### src/rtl/alu_cmd_issue.sv
// alu_cmd_issue: command FIFO and one-at-a-time issue sequencer
// feeding a combinational ALU, with a registered valid/ready result.
module alu_cmd_issue #(
  parameter int DEPTH  = 4,
  parameter int ADDR_W = 2
) (
  input  logic              clk,
  input  logic              rst_in,
  input  logic              push_in,
  input  logic [3:0]        opcode_in,
  input  logic [7:0]        a_in,
  input  logic [7:0]        b_in,
  output logic              full_out,
  output logic              empty_out,
  output logic [ADDR_W:0]   count_out,
  output logic              overflow_out,
  output logic              alu_init_out,
  output logic [3:0]        alu_opcode_out,
  output logic [7:0]        alu_a_out,
  output logic [7:0]        alu_b_out,
  input  logic [15:0]       alu_result_in,
  output logic [15:0]       result_out,
  output logic [3:0]        result_opcode_out,
  output logic              result_valid_out,
  input  logic              result_ready_in,
  output logic [7:0]        op_count_out
);

  typedef enum logic [1:0] {
    S_IDLE,
    S_ISSUE,
    S_HOLD
  } state_t;

  localparam logic [ADDR_W:0] LP_FULL = (ADDR_W+1)'(DEPTH);

  logic [3:0]        r_mem_op [DEPTH];
  logic [7:0]        r_mem_a  [DEPTH];
  logic [7:0]        r_mem_b  [DEPTH];
  logic [ADDR_W-1:0] r_wr;
  logic [ADDR_W-1:0] r_rd;
  logic [ADDR_W:0]   r_count;
  logic              r_ovf;

  state_t            r_state;
  logic              r_init;
  logic [3:0]        r_op;
  logic [7:0]        r_a;
  logic [7:0]        r_b;
  logic [15:0]       r_res;
  logic [3:0]        r_res_op;
  logic              r_valid;
  logic [7:0]        r_opcnt;

  logic              w_full;
  logic              w_empty;
  logic              w_push;
  logic              w_pop;
  logic              w_bypass;

  assign w_full   = (r_count == LP_FULL);
  assign w_empty  = (r_count == '0);
  assign w_push   = push_in && !w_full;
  assign w_pop    = !w_empty &&
                    ((r_state == S_IDLE) ||
                     (r_state == S_HOLD && result_ready_in));
  // NOP, refresh and undefined opcodes leave the ALU output floating
  assign w_bypass = (r_op == 4'b0000) ||
                    (r_op == 4'b1011) ||
                    (r_op == 4'b1111);

  // FIFO storage: written only on an accepted push
  always_ff @(posedge clk) begin
    if (!rst_in && w_push) begin
      r_mem_op[r_wr] <= opcode_in;
      r_mem_a[r_wr]  <= a_in;
      r_mem_b[r_wr]  <= b_in;
    end
  end

  // FIFO pointers, occupancy and sticky overflow flag
  always_ff @(posedge clk) begin
    if (rst_in) begin
      r_wr    <= '0;
      r_rd    <= '0;
      r_count <= '0;
      r_ovf   <= 1'b0;
    end else begin
      if (w_push) r_wr <= r_wr + 1'b1;
      if (w_pop)  r_rd <= r_rd + 1'b1;
      if (w_push && !w_pop)
        r_count <= r_count + 1'b1;
      else if (!w_push && w_pop)
        r_count <= r_count - 1'b1;
      if (push_in && w_full) r_ovf <= 1'b1;
    end
  end

  // Issue sequencer: pop, drive ALU for one cycle, capture, hold for ready
  always_ff @(posedge clk) begin
    if (rst_in) begin
      r_state  <= S_IDLE;
      r_init   <= 1'b0;
      r_op     <= '0;
      r_a      <= '0;
      r_b      <= '0;
      r_res    <= '0;
      r_res_op <= '0;
      r_valid  <= 1'b0;
      r_opcnt  <= '0;
    end else begin
      case (r_state)
        S_IDLE: begin
          if (w_pop) begin
            r_op    <= r_mem_op[r_rd];
            r_a     <= r_mem_a[r_rd];
            r_b     <= r_mem_b[r_rd];
            r_init  <= 1'b1;
            r_state <= S_ISSUE;
          end
        end
        S_ISSUE: begin
          r_init   <= 1'b0;
          r_res    <= w_bypass ? 16'h0000 : alu_result_in;
          r_res_op <= r_op;
          r_valid  <= 1'b1;
          r_state  <= S_HOLD;
        end
        S_HOLD: begin
          if (result_ready_in) begin
            r_opcnt <= r_opcnt + 8'd1;
            r_valid <= 1'b0;
            if (w_pop) begin
              r_op    <= r_mem_op[r_rd];
              r_a     <= r_mem_a[r_rd];
              r_b     <= r_mem_b[r_rd];
              r_init  <= 1'b1;
              r_state <= S_ISSUE;
            end else begin
              r_state <= S_IDLE;
            end
          end
        end
        default: begin
          r_state <= S_IDLE;
          r_init  <= 1'b0;
        end
      endcase
    end
  end

  assign full_out          = w_full;
  assign empty_out         = w_empty;
  assign count_out         = r_count;
  assign overflow_out      = r_ovf;
  assign alu_init_out      = r_init;
  assign alu_opcode_out    = r_op;
  assign alu_a_out         = r_a;
  assign alu_b_out         = r_b;
  assign result_out        = r_res;
  assign result_opcode_out = r_res_op;
  assign result_valid_out  = r_valid;
  assign op_count_out      = r_opcnt;

endmodule
### config.mk
export PLATFORM = sky130hd
export DESIGN_NAME = alu_cmd_issue
export DESIGN_NICKNAME = d
export VERILOG_FILES = /design/src/rtl/alu_cmd_issue.sv
export SDC_FILE = /design/constraint.sdc
export NUM_CORES = 1
export LEC_CHECK = 0
export BUFFER_PORTS_ARGS = -buffer_cell sky130_fd_sc_hd__buf_2
export CAP_MARGIN = 20
export CORE_ASPECT_RATIO = 0.5
export CORE_UTILIZATION = 42
export DETAILED_ROUTE_END_ITERATION = 6
export MAX_ROUTING_LAYER = met4
export PLACE_DENSITY_LB_ADDON = 0.1
export SETUP_SLACK_MARGIN = 0.02
export SLEW_MARGIN = 10
export SYNTH_ARGS = -nofsm -noshare
export SYNTH_HDL_FRONTEND = slang
export SYNTH_SLANG_ARGS = --single-unit
### constraint.sdc
create_clock -name clk -period 4.09 [get_ports clk]
set_clock_uncertainty 0.15 [all_clocks]
set_input_delay 1.227 -clock clk [delete_from_list [all_inputs] [get_ports clk]]
set_output_delay 1.227 -clock clk [all_outputs]
set_load 0.005 [all_outputs]
==> results of run 1 <==
[worst min-delay path, stage by stage, from the launching register on]
cell and delay (ns):
dfxtp_1 0.30, nand2_1 0.05, a21oi_1 0.05
[state kept, by name (all words and copies together), names as in the netlist, 4 cells and up, named ones only]
name               count
r_mem_b               32
r_mem_op              16
result_opcode_out      4
op_count_out           8
r_mem_a               32
alu_opcode_out         4
alu_b_out              8
result_out            16
alu_a_out              8
[synth_stat cells (2+ instances only)]
master,count
edfxtp_1,80
dfxtp_1,62
a21oi_1,54
nand4_1,39
nand2_1,27
o31ai_1,23
mux4_2,20
clkbuf_1,18
nor2_1,10
ha_1,6
o21ai_0,6
or3_1,6
inv_1,5
and2_1,4
buf_1,4
buf_2,4
buf_6,4
xor2_1,4
nand3_1,3
nor2b_1,3
or4_1,3
mux2i_1,2
nand2b_1,2
nand3b_1,2
[path summary, 6_finish.rpt]
check | endpoint | slack, ns | cells after the start
max reg2reg | count_out[2]$_SDFFE_PP0P_ | 1.22 | 9
min reg2reg | result_out[10]$_SDFFE_PP0P_ | 0.30 | 2
max | empty_out | 0.91 | 4
min | result_out[10]$_SDFFE_PP0P_ | 0.30 | 2
[cell type report]
type                    instances  area share
clock inverters                15     0.01878
repair buffers                106     0.08377
well taps                     170     0.03193
multi-input cells             221      0.2509
clock buffers                  17     0.06386
flip-flops and latches        142      0.5470
inverters                       6    0.003757
[kinds of logic (layout without fill, tap and decap cells)]
logic type | count (synthesis) | count (layout) | synth area share
DFF | 142 | 142 | 0.6624
muxes | 23 | 23 | 0.08758
adders and majority gates | 7 | 7 | 0.01729
buffers and inverters | 38 | 144 | 0.03367
AOI/OAI and AO/OA | 83 | 83 | 0.08599
and+or+nand+nor | 104 | 104 | 0.1067
xor gates and xnor gates | 4 | 4 | 0.006369
[layer usage]
layer / up-vias / track usage
met5: - / -
met4: 0 / 0.06313
met3: 5 / 0.04296
met2: 89 / 0.2488
met1: 1709 / 0.2648
li1: 1738 / -
[power breakdown]
group	leakage (nW)	internal, mW	switching [mW]
Clock	0.269	0.794	0.622
Combinational	1.01	0.498	0.622
Sequential	1.23	1.70	0.168
==> key figures, run 1 <==
Setup path
  – WP buf/inv: 3
  – WP data arrival: 1.81 ns
  – Worst setup SP type: register
  – CP max-delay cell: or3_1
  – CP max FO: 23
  – Crit Path Class: register to output port
  – Worst-path cell chain: or3_1, buf_4, inv_4, buf_2
  – Crit-path max cell delay: 0.38 ns
  – Origin of the critical flop-to-flop path: r_state[0]$_SDFFE_PP0P_
  – Worst EP required: 2.71 ns
  – CP endpoint kind: output port
  – Critical Path Start: count_out[0]$_SDFFE_PP0P_
  – CP top delay family: buffers and inverters

Run status
  – Run status: complete, no violations

Power
  – Max VDD drop: approximately 0.37 mV
  – Pwr Density: approximately 660 nW/um^2
  – Leakage power: approximately 2.5 nW
  – Total power: about 4.4 mW

Logic synthesis
  – Synth Register Bits: around 140
  – Distinct cells, synth: 34
  – Yosys top cell by area: edfxtp_1
  – Post-Syn Instances: 401
  – Yosys warning count: 0
  – Cell area after synthesis: around 5500 sq um
  – Synth top area share: 0.4368
  – Main flop type after synthesis: edfxtp_1
  – Post-synth EDFFs: 80
  – Mean Syn Cell Area: approximately 14 sq um
  – Async set-or-reset flop fraction in the synthesized netlist: 0
  – Syn Nets: ~450
  – Synth top area cells: edfxtp_1 (44%), dfxtp_1 (23%), mux4_2 (8.2%)
  – Seq/Total Area, Yosys: 0.6624

STA
  – Tcrit/Tclk final: 0.7784
  – # setup viols final: 0
  – Maximum clock rate: approximately 310 MHz
  – Fin Setup TNS: 0 ns
  – RSZ-0062 raised after global routing: no
  – Hold_ws: between 0.2 and 0.3 ns
  – Max Slew Vio Count: 0
  – Hold Vio Cnt, Final: 0
  – Slew at the pin closest to its max-slew limit: slightly above 1 ns
  – Worst setup margin: a little over 0.9 ns
  – Tmin final: approximately 3.2 ns
  – Worst slew margin: 0.3071

Clock tree
  – Max Root-Sink Buffers: 2
  – Setup bufs post-CTS: 0
  – Clk Latency, worst-skew pair: between 0.4 and 0.5 ns
  – Num CTS Buffers: 17
  – CTS tree: done
  – Clk root buf: clkbuf_16
  – Htree depth: 4
  – Clock sinks: roughly 140
  – Post-CTS Resized: 0
  – Reg clk slew, reported paths: about 0.06 ns
  – Hold Buf Count CTS: 0

Floorplan
  – Io pins: 96
  – Row cnt: 29
  – Initial core utilization: 0.4319
  – Core Area: 12,740 sq um
  – Die ar.: about 14,000 sq um
  – Die width: approximately 160 um
  – Vert. Die Dim: between 80 and 90 um

Routing
  – Drt initial violations: 340
  – # DRC: 0
  – Met2 wire len: between 4 and 5 mm
  – Drt wl/cell: roughly 17 um
  – Via-to-Cell Ratio: around 5.2
  – Met3 wire length: between 600 and 700 um
  – DRT Pass-1 Iters: 4
  – Top layer in use: met4
  – Detailed Route WL: roughly 11 mm
  – M1 WL: 5.912 mm
  – Post-DRT Antenna Nets: 0
  – Vias: about 3,500

Cells and area
  – Layout Cells excl Fill: about 680
  – Fin area: approximately 6700 sq um
  – Layout cells sized above 1: 0.3176
  – Most common cell after layout, fill and taps aside: buf_2
  – Fill cell count: around 1,100
  – Area growth, synth to finish: 21.11%
  – # diodes: 0
  – Most frequent cells in the layout: buf_2 (95), edfxtp_1 (80), dfxtp_1 (62), a21oi_1 (54), nand4_1 (39)
  – Finished Core Util: 0.5230
  – Final Net Count: about 540
  – Storage cell area: between 3000 and 4000 sq um
  – Area taken by multi-input logic gates: 1672 sq um

Global routing
  – Initial antenna violation count: 0
  – First-pass GRT wire length: around 18 mm
  – Vias in the first global route: ~3,400
  – Pin count of the biggest net entering global routing: 63
  – GRT Overall Usage: 0.1823
  – Grt ovf: 0

Worst hold path
  – Hold Crit Class: register to register
  – Hold path startpoint: result_out[10]$_SDFFE_PP0P_

Placement
  – Placed cell areas: roughly 6000 sq um
  – Routability cong.: approximately 0.75
  – Port bufs: between 90 and 100
  – Post-DP HPWL: a little over 7 mm
  – Pre-CTS WS: slightly below 1 ns
  – Cells after DPL: around 650

Flow run
  – Max_cap viols: 0
(Power assumes the default switching activity.)
==> run 2: changes to the inputs <==
==> constraint.sdc (replaced) <==
create_clock -name clk -period 2.78 [get_ports clk]
set_clock_uncertainty 0.15 [all_clocks]
set_input_delay 0.834 -clock clk [delete_from_list [all_inputs] [get_ports clk]]
set_output_delay 0.834 -clock clk [all_outputs]
set_load 0.005 [all_outputs]
==> key figures, run 2 (synthesis gave the netlist of run 1 again) <==
Clock tree
  – CTS tree: done (unchanged)
  – Num CTS Buffers: 17 (unchanged)
  – Reg clk slew, reported paths: 0.06 ns (about the same)
  – Setup bufs post-CTS: 0 (unchanged)
  – Htree depth: 4 (unchanged)
  – Clk Latency, worst-skew pair: 0.41 ns (about the same)
  – Hold Buf Count CTS: 0 (unchanged)
  – Max Root-Sink Buffers: 2 (unchanged)
  – Clock sinks: 142 (unchanged)
  – Post-CTS Resized: 0 (unchanged)
  – Clk root buf: clkbuf_16 (unchanged)

Power
  – Max VDD drop: 0.5209 mV (was 0.3696 mV)
  – Leakage power: 2.579 nW (was 2.508 nW)
  – Pwr Density: 1000 nW/um^2 (was 661.6 nW/um^2)

STA
  – Tmin final: 2.593 ns
  – Worst slew margin: 0.4815 (was 0.3071)
  – RSZ-0062 raised after global routing: no (unchanged)
  – Fin Setup TNS: 0 ns (unchanged)
  – Slew at the pin closest to its max-slew limit: 0.7777 ns (was 1.038 ns)
  – Hold_ws: 0.2965 ns (was 0.2959 ns)
  – Hold Vio Cnt, Final: 0 (unchanged)
  – # setup viols final: 0 (unchanged)
  – Tcrit/Tclk final: 0.9328
  – Worst setup margin: 0.1867 ns (was 0.9063 ns)
  – Max Slew Vio Count: 0 (unchanged)
  – Maximum clock rate: roughly 390 MHz

Global routing
  – Pin count of the biggest net entering global routing: 63 (unchanged)
  – Vias in the first global route: 3,365 (was 3,363)
  – First-pass GRT wire length: 18.33 mm (was 18.15 mm)
  – GRT Overall Usage: 0.1854 (was 0.1823)
  – Initial antenna violation count: 0 (unchanged)
  – Grt ovf: 0 (unchanged)

Setup path
  – Worst setup SP type: register (unchanged)
  – Reg2reg setup slack: 0.41 ns (was 1.22 ns)
  – Origin of the critical flop-to-flop path: count_out[0]$_SDFFE_PP0P_ (was r_state[0]$_SDFFE_PP0P_)
  – CP top delay family: buffers and inverters (unchanged)
  – Crit-path max cell delay: 0.41 ns (was 0.38 ns)
  – CP endpoint kind: output port (unchanged)
  – Worst EP required: 1.80 ns (was 2.71 ns)
  – Crit Path Class: register to output port (unchanged)
  – WP data arrival: 1.61 ns (was 1.81 ns)
  – R2R cell count: 8 (was 9)
  – CP max-delay cell: or3_1 (unchanged)
  – R2r endpoint: count_out[2]$_SDFFE_PP0P_ (unchanged)
  – Worst-path cell chain: or3_1, buf_4, inv_4, buf_2 (unchanged)
  – WP buf/inv: 3 (unchanged)
  – CP max FO: 22 (was 23)

Placement
  – Port bufs: 95 (unchanged)
  – Routability cong.: 0.7380 (was 0.7495)
  – Pre-CTS WS: 0.1027 ns (was 0.9650 ns)
  – Post-DP HPWL: 7.095 mm (was 7.063 mm)

Worst hold path
  – Hold Crit Class: register to register (unchanged)
  – Hold path startpoint: result_out[10]$_SDFFE_PP0P_ (unchanged)
  – Hold Path Stages: 2 (unchanged)
  – Hold path endpoint: result_out[10]$_SDFFE_PP0P_ (unchanged)

Cells and area
  – Top Registers: r_mem_a (32), r_mem_b (32) (unchanged)
  – # diodes: 0 (unchanged)
  – Layout cells sized above 1: 0.3262 (was 0.3176)
  – Area growth, synth to finish: 24.00% (was 21.11%)
  – Most common cell after layout, fill and taps aside: buf_2 (unchanged)
  – Most frequent cells in the layout: buf_2 (95), edfxtp_1 (80), dfxtp_1 (62), a21oi_1 (54), nand4_1 (39) (unchanged)
  – Final Net Count: 546 (was 541)

Routing
  – Detailed Route WL: 11.57 mm (was 11.48 mm)
  – Drt wl/cell: 16.96 um (about the same)
  – Vias: 3,558 (was 3,541)
  – Post-DRT Antenna Nets: 0 (unchanged)
  – # DRC: 0 (unchanged)
  – DRT Pass-1 Iters: 4 (unchanged)
  – Drt initial violations: 352 (was 340)
  – Via-to-Cell Ratio: 5.217 (was 5.230)

Floorplan
  – Core Area: 12,740 sq um (unchanged)
  – Initial core utilization: 0.4319 (unchanged)
  – Io pins: 96 (unchanged)
  – Vert. Die Dim: 82.92 um (unchanged)
  – Die width: 163.8 um (unchanged)
  – Row cnt: 29 (unchanged)
  – Die ar.: 13,590 sq um (unchanged)

Run status
  – Run status: complete, no violations (unchanged)

Flow run
  – Max_cap viols: 0 (unchanged)
run 2: worst max path at each step:
stage,from,end,slack (ns),cells past startpoint
6_report,count_out[0]$_SDFFE_PP0P_,empty_out,0.19,4
2_1_floorplan,result_ready_in,count_out[2]$_SDFFE_PP0P_,0.28,8
3_5_place_dp,result_ready_in,count_out[2]$_SDFFE_PP0P_,0.10,9
5_1_grt,count_out[0]$_SDFFE_PP0P_,empty_out,0.11,4
4_1_cts,count_out[0]$_SDFFE_PP0P_,empty_out,0.16,4
3_3_place_gp,result_ready_in,count_out[2]$_SDFFE_PP0P_,0.13,9
run 2: area by class of cell:
type                            instances  area (sq um)
Sequential cell                       142          3643
Fill cell                            1102          5916
Multi-Input combinational cell        221          1672
Clock buffer                           18         429.2
Tap cell                              170         212.7
Inverter                                6         25.02
Timing Repair Buffer                  111         645.6
Clock inverter                         14         192.7
run 2: report_power, final:
part           total, mW  internal [mW]  switching (mW)
Clock               2.39           1.45           0.939
Combinational       1.77          0.765            1.01
Sequential          2.66           2.50           0.158
Total               6.82           4.72            2.10
run 2: metrics by stage:
| stage | total power, mW | cells | util | instance area, sq um |
|---|---|---|---|---|
| finish | 6.822 | 682 | 0.5355 | 6820 |
| global route | 7.187 | 682 | 0.5355 | 6820 |
| CTS | 6.890 | 682 | 0.5355 | 6820 |
| detailed placement | 4.494 | 650 | 0.4867 | 6198 |
| global placement | 4.489 | 650 | 0.4867 | 6198 |
| floorplan | 3.965 | 401 | - | 5500 |
run 2: worst min-delay path: cells and delay by family (launching register included):
family,cells,cell delay [ns]
compound gates,1,0.05
flops,1,0.31
simple gates,1,0.05
run 2: per-layer routing:
metal / vias up / GRT usage / share of wire
met4: 0 / 0.05556 / 0.0081
li1: 1746 / - / -
met2: 101 / 0.2481 / 0.42
met1: 1703 / 0.2717 / 0.51
met3: 8 / 0.05145 / 0.057
met5: - / - / 0
==> run 3: changes to the inputs <==
--- a/config.mk
+++ b/config.mk
@@ -10,7 +10,6 @@
 export CORE_ASPECT_RATIO = 0.5
 export CORE_UTILIZATION = 42
 export DETAILED_ROUTE_END_ITERATION = 6
-export MAX_ROUTING_LAYER = met4
 export PLACE_DENSITY_LB_ADDON = 0.1
 export SETUP_SLACK_MARGIN = 0.02
 export SLEW_MARGIN = 10
==> key figures, run 3 (synthesis gave the netlist of run 1 again) <==
Cells and area
  – Most frequent cells in the layout: buf_2 (95), edfxtp_1 (80), dfxtp_1 (62), a21oi_1 (54), nand4_1 (39) (unchanged)
  – Final Net Count: 546 (unchanged)
  – Top Registers: r_mem_a (32), r_mem_b (32) (unchanged)
  – # diodes: 0 (unchanged)
  – Fin area: 6820 sq um (unchanged)
  – Most common cell after layout, fill and taps aside: buf_2 (unchanged)
  – Area growth, synth to finish: 24.00% (unchanged)
  – Finished Core Util: 0.5355 (unchanged)
  – Layout cells sized above 1: 0.3262 (unchanged)

Floorplan
  – Vert. Die Dim: 82.92 um (unchanged)
  – Initial core utilization: 0.4319 (unchanged)
  – Io pins: 96 (unchanged)
  – Row cnt: 29 (unchanged)
  – Die width: 163.8 um (unchanged)
  – Die ar.: 13,590 sq um (unchanged)
  – Core Area: 12,740 sq um (unchanged)

Global routing
  – Most Used Layer, Global Route: met1 (unchanged)
  – GRT Overall Usage: 0.1798 (was 0.1854)
  – Initial antenna violation count: 0 (unchanged)
  – Met1 usage: 0.2707 (was 0.2717)
  – M2 GR Usage: 0.2481 (unchanged)
  – Grt ovf: 0 (unchanged)
  – Pin count of the biggest net entering global routing: 63 (unchanged)
  – Vias in the first global route: 3,363 (was 3,365)
  – First-pass GRT wire length: 18.33 mm (unchanged)
  – Routing usage on met3: 0.05195 (was 0.05145)

Routing
  – # DRC: 0 (unchanged)
  – Vias: 3,543 (was 3,558)
  – Via-to-Cell Ratio: 5.195 (was 5.217)
  – Drt wl/cell: 17.00 um (was 16.96 um)
  – Detailed Route WL: 11.59 mm (was 11.57 mm)
  – DRT Pass-1 Iters: 5 (was 4)
  – Drt initial violations: 344 (was 352)
  – Post-DRT Antenna Nets: 0 (unchanged)

Worst hold path
  – Hold path endpoint: result_out[10]$_SDFFE_PP0P_ (unchanged)
  – Hold Crit Class: register to register (unchanged)
  – Hold Path Stages: 2 (unchanged)
  – Hold path startpoint: result_out[10]$_SDFFE_PP0P_ (unchanged)

Setup path
  – Crit-path max cell delay: 0.41 ns (about the same)
  – R2r endpoint: count_out[2]$_SDFFE_PP0P_ (unchanged)
  – CP max-delay cell: or3_1 (unchanged)
  – CP max FO: 22 (unchanged)
  – R2R cell count: 8 (unchanged)
  – Worst EP required: 1.80 ns (about the same)
  – Reg2reg setup slack: 0.42 ns (was 0.41 ns)
  – Worst setup SP type: register (unchanged)
  – WP data arrival: 1.61 ns (about the same)
  – CP endpoint kind: output port (unchanged)
  – Crit Path Class: register to output port (unchanged)
  – Worst-path cell chain: or3_1, buf_4, inv_4, buf_2 (unchanged)
  – Origin of the critical flop-to-flop path: count_out[0]$_SDFFE_PP0P_ (unchanged)

Power
  – Clock power share: 0.350 (about the same)
  – Leakage power: 2.579 nW (unchanged)
  – Register share of total power: 0.390 (about the same)
  – Switch Pwr: 2.109 mW (was 2.104 mW)
  – Max VDD drop: 0.5196 mV (was 0.5209 mV)
  – Combinational Power Share: 0.260 (about the same)
  – Switching share of power: 0.3090 (was 0.3085)
  – Int Power: 4.717 mW (about the same)
  – Pwr Density: 1001 nW/um^2 (was 1000 nW/um^2)

STA
  – Worst setup margin: 0.1866 ns (was 0.1867 ns)
  – Worst slew margin: 0.4805 (was 0.4815)
  – Max Slew Vio Count: 0 (unchanged)
  – Tcrit/Tclk final: 0.9329 (was 0.9328)
  – Slew at the pin closest to its max-slew limit: 0.7792 ns (was 0.7777 ns)
  – Fin Setup TNS: 0 ns (unchanged)
  – Maximum clock rate: 385.6 MHz (about the same)
  – Hold Vio Cnt, Final: 0 (unchanged)
  – Tmin final: 2.593 ns (about the same)
  – RSZ-0062 raised after global routing: no (unchanged)
  – # setup viols final: 0 (unchanged)

Placement
  – Routability cong.: 0.7292 (was 0.7380)
  – Placed cell areas: 6198 sq um (unchanged)
  – Pre-CTS WS: 0.1027 ns (unchanged)
  – Post-DP HPWL: 7.095 mm (unchanged)
  – Port bufs: 95 (unchanged)

Clock tree
  – Num CTS Buffers: 17 (unchanged)
  – Clk Latency, worst-skew pair: 0.41 ns (about the same)
  – Post-CTS Resized: 0 (unchanged)
  – Htree depth: 4 (unchanged)
  – Setup bufs post-CTS: 0 (unchanged)
  – Max Root-Sink Buffers: 2 (unchanged)
  – Reg clk slew, reported paths: 0.06 ns (about the same)
  – CTS tree: done (unchanged)
  – Clock sinks: 142 (unchanged)
  – Clk root buf: clkbuf_16 (unchanged)
  – Hold Buf Count CTS: 0 (unchanged)

Flow run
  – Max_cap viols: 0 (unchanged)

Run status
  – Run status: complete, no violations (unchanged)
==> run 3: cell type report <==
type                       count  area (sq um)
timing repair buffer         111         645.6
clock inverter                14         192.7
sequential                   142          3643
inverter                       6         25.02
tap                          170         212.7
clock buffer                  18         429.2
fill                        1102          5916
multi-input combinational    221          1672
==> run 3: worst max-delay path, delay by kind of cell, from the launching register on <==
family / cells / cell delay (ns)
buffers and inverters: 3 / 0.42
DFF: 1 / 0.36
and+or+nand+nor: 1 / 0.41
==> run 3: routing by layer <==
| metal | vias up | part of all wire |
|---|---|---|
| li1 | 1747 | - |
| met1 | 1695 | 0.50 |
| met2 | 97 | 0.43 |
| met3 | 4 | 0.061 |
| met4 | 0 | 0.0040 |
| met5 | - | 0 |
==> run 3: worst max path at each step <==
stage | from | to | slack [ns] | depth (start not counted)
finish | count_out[0]$_SDFFE_PP0P_ | empty_out | 0.19 | 4
global route | count_out[0]$_SDFFE_PP0P_ | empty_out | 0.11 | 4
CTS | count_out[0]$_SDFFE_PP0P_ | empty_out | 0.16 | 4
detailed placement | result_ready_in | count_out[2]$_SDFFE_PP0P_ | 0.10 | 9
global placement | result_ready_in | count_out[2]$_SDFFE_PP0P_ | 0.13 | 9
floorplan | result_ready_in | count_out[2]$_SDFFE_PP0P_ | 0.28 | 8
==> run 3: power by group through the flow <==
| stage | clock network (mW) | logic (mW) | registers [mW] |
|---|---|---|---|
| finish | 2.39 | 1.78 | 2.66 |
| global route | 2.53 | 1.96 | 2.70 |
| floorplan | 0 | 1.26 | 2.71 |
| detailed placement | 0 | 1.78 | 2.71 |
| CTS | 2.44 | 1.79 | 2.66 |
| global placement | 0 | 1.78 | 2.70 |
==> run 3: through the flow <==
stage,std cells,power (mW),hold WS (ns)
after floorplan,401,3.965,0.2983
after global placement,650,4.489,0.2861
after global routing,682,7.186,0.3202
after detailed placement,650,4.494,0.2923
after CTS,682,6.890,0.3006
final,682,6.827,0.2964
